### config.mk
export PLATFORM = sky130hd
export DESIGN_NAME = cti_redirect_ctrl
export DESIGN_NICKNAME = d
export VERILOG_FILES = /design/src/rtl/cti_pkg.sv /design/src/rtl/icc_cond_eval.sv /design/src/rtl/cti_redirect_ctrl.sv
export SDC_FILE = /design/constraint.sdc
export NUM_CORES = 1
export LEC_CHECK = 0
export ABC_AREA = 1
export BUFFER_PORTS_ARGS = -buffer_cell sky130_fd_sc_hd__buf_2
export CORE_ASPECT_RATIO = 0.8
export CORE_MARGIN = 2
export CORE_UTILIZATION = 47
export CTS_BUF_LIST = sky130_fd_sc_hd__clkbuf_4
export CTS_CLUSTER_DIAMETER = 80
export DETAILED_ROUTE_END_ITERATION = 7
export PLACE_DENSITY = 0.87
export SLEW_MARGIN = 0
export SYNTH_ARGS = -nofsm -noshare
export SYNTH_HDL_FRONTEND = slang
export SYNTH_SLANG_ARGS = --single-unit
### constraint.sdc
create_clock -name clk -period 1.6 [get_ports clk]
set_clock_uncertainty 0.05 [all_clocks]
set_input_delay 0.08 -clock clk [delete_from_list [all_inputs] [get_ports clk]]
set_output_delay 0.08 -clock clk [all_outputs]
set_load 0.01 [all_outputs]
### src/rtl/cti_pkg.sv
// Shared types and constants for the SPARC control-transfer redirect path:
// CTI kinds, Bicc condition codes, PC mux selects and the redirect FSM states.
package cti_pkg;

  typedef enum logic [1:0] {
    CT_BICC = 2'b00,
    CT_CALL = 2'b01,
    CT_JMPL = 2'b10,
    CT_RSVD = 2'b11
  } ct_type_t;

  localparam logic [3:0] COND_BN   = 4'b0000;
  localparam logic [3:0] COND_BE   = 4'b0001;
  localparam logic [3:0] COND_BLE  = 4'b0010;
  localparam logic [3:0] COND_BL   = 4'b0011;
  localparam logic [3:0] COND_BLEU = 4'b0100;
  localparam logic [3:0] COND_BCS  = 4'b0101;
  localparam logic [3:0] COND_BNEG = 4'b0110;
  localparam logic [3:0] COND_BVS  = 4'b0111;
  localparam logic [3:0] COND_BA   = 4'b1000;
  localparam logic [3:0] COND_BNE  = 4'b1001;
  localparam logic [3:0] COND_BG   = 4'b1010;
  localparam logic [3:0] COND_BGE  = 4'b1011;
  localparam logic [3:0] COND_BGU  = 4'b1100;
  localparam logic [3:0] COND_BCC  = 4'b1101;
  localparam logic [3:0] COND_BPOS = 4'b1110;
  localparam logic [3:0] COND_BVC  = 4'b1111;

  localparam logic [1:0] PC_SEL_NPC = 2'b00;
  localparam logic [1:0] PC_SEL_TA  = 2'b01;
  localparam logic [1:0] PC_SEL_ALU = 2'b10;

  typedef enum logic [1:0] {
    ST_IDLE     = 2'b00,
    ST_REDIRECT = 2'b01,
    ST_SQUASH   = 2'b10
  } state_t;

endpackage

### src/rtl/icc_cond_eval.sv
// Combinational SPARC integer condition evaluator: {cond, icc} -> taken.
// Shared by the branch redirect controller and the Ticc trap logic.
module icc_cond_eval
  import cti_pkg::*;
(
  input  logic [3:0] cond,
  input  logic [3:0] icc,
  output logic       taken
);

  logic n, z, v, c;
  assign {n, z, v, c} = icc;

  always_comb begin
    // NOTE: default assignment first so every path drives taken; no latch.
    taken = 1'b0;
    case (cond)
      COND_BN:   taken = 1'b0;
      COND_BE:   taken = z;
      COND_BLE:  taken = z | (n ^ v);
      COND_BL:   taken = n ^ v;
      COND_BLEU: taken = c | z;
      COND_BCS:  taken = c;
      COND_BNEG: taken = n;
      COND_BVS:  taken = v;
      COND_BA:   taken = 1'b1;
      COND_BNE:  taken = ~z;
      COND_BG:   taken = ~(z | (n ^ v));
      COND_BGE:  taken = ~(n ^ v);
      COND_BGU:  taken = ~(c | z);
      COND_BCC:  taken = ~c;
      COND_BPOS: taken = ~n;
      COND_BVC:  taken = ~v;
      default:   taken = 1'b0;
    endcase
  end

endmodule

### src/rtl/cti_redirect_ctrl.sv
// Bicc/CALL/JMPL redirect controller driving the PC/nPC register mux, TA and LE.
// Optional branch statistics counters are enabled with `define CTI_STATS_EN.
module cti_redirect_ctrl
  import cti_pkg::*;
#(
  parameter int WIDTH = 32
) (
  input  logic             clk,
  input  logic             reset,
  input  logic             stall,
  input  logic             ct_valid,
  input  logic [1:0]       ct_type,
  input  logic [3:0]       cond,
  input  logic             annul,
  input  logic [3:0]       icc,
  input  logic [WIDTH-1:0] target_in,
  input  logic [WIDTH-1:0] jmpl_addr,
  output logic [1:0]       pc_sel,
  output logic [WIDTH-1:0] ta,
  output logic             pc_le,
  output logic             squash,
  output logic             misalign
`ifdef CTI_STATS_EN
  ,
  output logic [31:0]      taken_cnt,
  output logic [31:0]      untaken_cnt
`endif
);

  state_t           state, state_nxt;
  logic [1:0]       pc_sel_nxt;
  logic [WIDTH-1:0] ta_nxt;
  logic             squash_nxt, misalign_nxt;
  logic             bicc_taken, accept;
  ct_type_t         kind;

  icc_cond_eval u_cond (
    .cond  (cond),
    .icc   (icc),
    .taken (bicc_taken)
  );

  assign kind   = ct_type_t'(ct_type);
  // The instruction seen while in SQUASH is the annulled delay slot itself.
  assign accept = ct_valid && (state != ST_SQUASH);
  assign pc_le  = ~stall & ~reset;

  always_comb begin
    state_nxt    = ST_IDLE;
    pc_sel_nxt   = PC_SEL_NPC;
    ta_nxt       = ta;
    squash_nxt   = 1'b0;
    misalign_nxt = 1'b0;
    if (accept) begin
      case (kind)
        CT_BICC: begin
          if (bicc_taken) begin
            state_nxt  = ST_REDIRECT;
            pc_sel_nxt = PC_SEL_TA;
            ta_nxt     = target_in;
            squash_nxt = (cond == COND_BA) && annul;
          end else if (annul) begin
            state_nxt  = ST_SQUASH;
            squash_nxt = 1'b1;
          end
        end
        CT_CALL: begin
          state_nxt  = ST_REDIRECT;
          pc_sel_nxt = PC_SEL_TA;
          ta_nxt     = target_in;
        end
        CT_JMPL: begin
          if (jmpl_addr[1:0] != 2'b00) begin
            misalign_nxt = 1'b1;
          end else begin
            state_nxt  = ST_REDIRECT;
            pc_sel_nxt = PC_SEL_ALU;
            ta_nxt     = jmpl_addr;
          end
        end
        default: ;
      endcase
    end
  end

  always_ff @(posedge clk) begin
    if (reset) begin
      state    <= ST_IDLE;
      pc_sel   <= PC_SEL_NPC;
      ta       <= '0;
      squash   <= 1'b0;
      misalign <= 1'b0;
    end else if (!stall) begin
      // NOTE: non-blocking assignments so every register samples pre-edge values.
      state    <= state_nxt;
      pc_sel   <= pc_sel_nxt;
      ta       <= ta_nxt;
      squash   <= squash_nxt;
      misalign <= misalign_nxt;
    end
  end

`ifdef CTI_STATS_EN
  logic count_taken, count_untaken;

  // Misaligned JMPL still counts as a taken transfer.
  assign count_taken   = accept && ((kind == CT_BICC && bicc_taken) ||
                                    kind == CT_CALL || kind == CT_JMPL);
  assign count_untaken = accept && kind == CT_BICC && !bicc_taken;

  always_ff @(posedge clk) begin
    if (reset) begin
      taken_cnt   <= '0;
      untaken_cnt <= '0;
    end else if (!stall) begin
      if (count_taken && taken_cnt != '1)
        taken_cnt <= taken_cnt + 32'd1;
      if (count_untaken && untaken_cnt != '1)
        untaken_cnt <= untaken_cnt + 32'd1;
    end
  end
`endif

endmodule

## Word level (Yosys, flattened, before mapping)

Cells that the tools add are included.

| storage, ports and cells | value |
|---|---|
| register bits after elaboration | 38 |
| input port bits | 79 |
| output and inout port bits | 37 |
| word-level logic and storage cells | 65 |

| operators by class | value |
|---|---|
| equal/unequal tests | 20 |
| multiplexer cells | 20 |
| bitwise logic cells | 13 |
| reductions and logical operators | 7 |

Operators with widths:

| cell | count |
|---|---|
| $pmux W32 S3 | 1 |
| $mux W32 | 2 |
| $eq A4 B4 Y1 const B | 8 |
| $eq A4 B3 Y1 const B | 4 |
| $pmux W1 S16 | 1 |
| $pmux W2 S3 | 2 |
| $mux W2 | 5 |
| $mux W1 | 9 |
| $not A1 Y1 | 9 |
| $eq A4 B2 Y1 const B | 2 |
| $ne A2 B2 Y1 const B | 3 |
| $reduce_and A5 Y1 | 1 |
| $eq A4 B1 Y1 const B | 1 |
| $logic_not A4 Y1 | 1 |
| $reduce_bool A3 Y1 | 1 |
| $eq A2 B1 Y1 const B | 1 |
| $eq A2 B2 Y1 const B | 1 |
| $logic_and A1 B1 Y1 | 2 |
| $logic_not A2 Y1 | 1 |
| $or A1 B1 Y1 | 2 |
| $reduce_bool A2 Y1 | 1 |
| $and A1 B1 Y1 | 1 |
| $xor A1 B1 Y1 | 1 |

## Logic depth before layout (Yosys ltp)

| logic depth | value |
|---|---|
| word-level depth | 7 |
| mapped depth | 14 |
| gate-level depth less buffers | 12 |

## Modules after synthesis

From an unflattened synthesis, not the netlist that was laid out.

| second synthesis, totals | value |
|---|---|
| cell total of the unflattened synthesis | 416 |
| area total of the unflattened synthesis | 2343.5 um^2 |

Modules (own cells, without submodules):

| module | times used | cells an instance | area an instance (um^2) | seq. area each (um^2) |
|---|---|---|---|---|
| cti_redirect_ctrl | 1 | 369 | 2149.6 | 760.7 |
| icc_cond_eval | 1 | 47 | 193.9 | 0.0 |

## Worst setup path after synthesis

No wires, ideal clock.

| timing path | value |
|---|---|
| path kind | reg2reg |
| from | register state[1] |
| to | register ta[21] |
| library setup time | 0.113 ns |
| data arrival time | 1.272 ns |
| data required time | 1.437 ns |
| path slack | 0.165 ns |
| stages on the path, launching flop included | 11 |
| buffers on the path | 2 |
| period minus slack after synthesis | 1.435 ns |
| cell sequence | dfxtp_1 -> inv_2 -> o21ai_1 -> nor2_1 -> inv_1 -> a211oi_1 -> nand2_1 -> buf_6 -> buf_4 -> nor2_1 -> nor2_1 |

| on the way | value |
|---|---|
| word-level cells in the longest chain between the ends | 3 |

RTL lines:

| what | line | RTL |
|---|---|---|
| start: declaration | cti_redirect_ctrl.sv:30 | `state_t state, state_nxt;` |
| start signal: assignment | cti_redirect_ctrl.sv:95 | `state <= state_nxt;` |
| $ne A2 B2 Y1 | cti_redirect_ctrl.sv:45 | `assign accept = ct_valid && (state != ST_SQUASH);` |
| $logic_and A1 B1 Y1 | cti_redirect_ctrl.sv:45 |  |
| $reduce_and A5 Y1 (no source line) | -- |  |
| end signal: assignment | cti_redirect_ctrl.sv:97 | `ta <= ta_nxt;` |
| end: declaration | cti_redirect_ctrl.sv:19 | `output logic [WIDTH-1:0] ta,` |

No other way between the ends.
A chain may end at the register's enable or synchronous reset.

## Worst setup path after layout

| timing path | value |
|---|---|
| from | register state[1] |
| to | register misalign |

| on the way | value |
|---|---|
| word-level cells in the longest chain between the ends | 3 |

RTL lines:

| what | line | RTL |
|---|---|---|
| $ne A2 B2 Y1 | cti_redirect_ctrl.sv:45 |  |
| $logic_and A1 B1 Y1 | cti_redirect_ctrl.sv:45 |  |
| $mux W1 | cti_redirect_ctrl.sv:54 | `if (accept) begin` |
| end signal: assignment | cti_redirect_ctrl.sv:99 | `misalign <= misalign_nxt;` |
| end: declaration | cti_redirect_ctrl.sv:22 | `output logic misalign` |

No other way between the ends.

==> impl_summary.txt <==
----------------------------------------------------
[STA]
  Final WS setup ... 91.6 ps
  Setup TNS ... 0 ps
  Count of final hold-check violations ... 0
  Final setup viols ... 0
  Highest clock frequency the design can meet ... 0.663 GHz
  RSZ-0062 raised after global routing ... no
  Worst-margin pin slew ... 341 ps
  Ratio of final minimum period to clock period ... 94.3%
  Max-slew headroom ... 77.3%
  Number of pins exceeding their max-slew limit in the final report ... 0
  Final critical delay including setup and external delays ... 1510 ps

[Cells and area]
  Multi-input logic area ... 1180 sq um
  Area of all sequential standard cells ... 762 sq um
  Number of nets in the layout ... 602
  Area growth syn-to-layout ... 35.7%
  Layout cell share with drive strength beyond 1 ... 27.2%
  Filler instances ... 458
  Diode insertion count for antenna repair ... 0

[Status]
  Run status ... complete, no violations

[Yosys]
  Area fraction of the dominant cell type after synthesis ... 34.3%
  Warnings from Yosys ... 0
  Cell type contributing the most total cell area after synthesis ... dfxtp_1
  Count of flip-flops with a built-in enable after synthesis ... 0
  Synth top area cells ... dfxtp_1, nand2_1, nor2_1
  Netlist area before placement ... 2220 sq um
  Post-synthesis sequential element count ... 38
  Avg Synthesized Cell Area ... 5.51 sq um
  Most repeated cell in the gate-level netlist after synthesis ... nand2_1
  Share of flip-flops with an asynchronous set or reset ... 0%
  Post-synth top cells ... nand2_1, nor2_1, inv_1
  Post-Synthesis Cells ... 403
  Net count after synthesis ... 482
  Number of different library cells in the post-synthesis netlist ... 17
  Sequential area share after synthesis ... 34.3%
  Most frequently used flop master after synthesis ... dfxtp_1

[Placement]
  Post-detail-place hpwl ... 4.16 mm
  Pre-CTS setup slack ... 96.2 ps
  Weighted congestion at the end of routability-driven global placement ... 0.864
  IO buf count ... 115

[Setup path]
  Maximum fanout along the worst path ... 2
  Data required time of the worst path ... 1780 ps
  Worst R2R Setup Slack ... 90 ps
  RR Startpoint ... state[1]
  Critical path arrival ... 1690 ps
  Worst reg-to-reg path cell count ... 7
  Worst setup EP type ... register
  Critical register-to-register path endpoint ... misalign
  Worst setup path category ... register to register
  Worst Setup Start Kind ... register

[Hold path]
  Worst hold path cell count ... 5
  Hold wc startpoint ... target_in[3]
  Hold Crit Endpoint ... ta[3]
  Class of the tightest hold or removal check ... primary input to register

[Clock network]
  Worst-case clock buffer depth ... 2
  CTS clock-pin slew for the worst setup and hold paths ... 110 ps
  Root Buffer Master ... clkbuf_4
  Clk_lat worst skew ... 330 ps
  Clock tree from TritonCTS ... yes
  Post CTS Setup Buffer Count ... 0
  Number of buffers created by CTS ... 5
  Clock sink count ... 38
  H-tree Lvls ... 2

[Die]
  Width of the chip ... 80.8 microns
  Placeable core region ... 4570 sq um
  Total Die Area ... 5290 sq um
  Starting density of the core ... 48.6%
  Height of the die ... 65.5 microns
  Cell row count ... 22
  Boundary Pins ... 116

[Power and ir drop]
  Power share of the combinational group ... 24.5%
  Power density normalized to cell area ... 727 nW/um^2
  Net switching power ... 0.000637 W
  Largest voltage drop on the vdd net ... 0.412 mV
  Fraction of power consumed by the clock network ... 28.5%
  Cell internal pwr ... 0.00155 W
  Switching Fraction ... 29.1%
  Pleak ... 1.89 nW
  Part of the total power dissipated in sequential elements ... 47.1%

[Global routing]
  Met3 demand-to-capacity share in global routing ... 5.91%
  Vias in the first global route ... 2272
  Met2 demand-to-capacity share in global routing ... 40.7%
  Busiest layer in global routing ... met2
  Number of antenna violations at the first check in global routing ... 0
  Global-route wire length before repair ... 9.18 mm
  Grt ovf ... 0
  Largest net degree at the start of global routing ... 48
  Overall routing resource usage ... 22.1%
  GR Util met1 ... 24.7%

[Detailed routing]
  Starting DRT DRC Count ... 74
  First-pass iteration count of the detailed router ... 4
  Detailed-route via count ... 2618
  Total wirelength of the detailed-routed design ... 5.83 mm
  Detailed-route wire length per cell ... 10.0 microns
  Via count normalized by instance count ... 4.49
  Antenna Violating Nets Remaining ... 0
  Residual DRC count ... 0

[Flow run]
  # Max-Cap Violations ... 0

----------------------------------------------------
## per-layer routing
layer / vias up / wire, microns
met3: 5 / 379
met2: 78 / 2910
met4: 0 / 58
met1: 1117 / 2490
met5: - / 0
li1: 1418 / -
## repair_timing
| item | CTS | global route |
|---|---|---|
| hold endpoints to repair | 11 | 1 |
| hold buffers | 9 | 1 |
| resized for setup | 0 | 6 |
| endpoints found under the setup margin | 0 | 34 |
## kinds of logic after synthesis
kind of cell	count (synthesis)	share of synthesized area, %
AOI/OAI and AO/OA	9	2.14
DFF	38	34.3
buffers and inverters	66	13.1
and+or+nand+nor	290	50.5
## power by group through the flow
| stage | Sequential [W] | Clock [W] | Combinational [W] |
|---|---|---|---|
| finish | 0.00103 | 0.000623 | 0.000535 |
| global route | 0.00104 | 0.000679 | 0.000610 |
| CTS | 0.00103 | 0.000639 | 0.000534 |
| detailed placement | 0.00105 | 0 | 0.000515 |
| global placement | 0.00105 | 0 | 0.000499 |
| floorplan | 0.00108 | 0 | 0.000279 |
## cell type report
cell class / instances / share of cell area, %
Clock buffer: 5 / 1.25
Clock inverter: 2 / 1.12
Inverter: 48 / 5.98
Multi-Input combinational cell: 299 / 39.3
Sequential cell: 38 / 25.3
Tap cell: 60 / 2.49
Timing Repair Buffer: 131 / 24.5
## metrics by stage
stage          area (sq um)  utilization (%)  power, W  hold WS (ps)  cells
3_5_place_dp           2830             61.9   0.00157           307    567
4_1_cts                2990             65.4   0.00220        0.0809    583
6_report               3010             65.9   0.00219          3.56    583
2_1_floorplan          2220                -   0.00136           208    403
3_3_place_gp           2830             61.9   0.00155           303    567
5_1_grt                3010             65.9   0.00233          12.6    583
## worst max path at each step
stage | from | end | slack [ps] | cells past startpoint
after floorplan | state[1] | ta[21] | 160 | 10
after global placement | cond[0] | ta[2] | 150 | 14
after detailed placement | cond[0] | ta[30] | 100 | 14
after CTS | jmpl_addr[1] | ta[8] | 40 | 10
after global routing | state[1] | misalign | 9 | 7
final | state[1] | misalign | 90 | 7
## worst max-delay path, cell delays in order (launching register included)
cell	delay (ps)
dfxtp_2	350
inv_2	40
o21ai_2	110
nor2_2	50
buf_4	140
nand2_1	50
a21oi_1	50
dlygate4sd3_1	570
## flip-flops by register name, indices dropped and copies added (netlist names)
register  count
misalign      1
squash        1
state         2
ta           32
pc_sel        2
## layout by cell type (no fill, tap or decap), drive strengths merged
cell	synthesis	routed
a211oi	1	1
a21oi	6	6
buf	12	121
bufinv	0	1
clkbuf	6	5
clkinv	0	1
dfxtp	38	38
dlygate4sd3	0	9
dlymetal6s4s	0	1
inv	48	48
nand2	192	192
nand3	14	14
nand4	2	2
nor2	81	81
nor4	1	1
o21ai	2	2
Power figures use the tool's default switching activity.
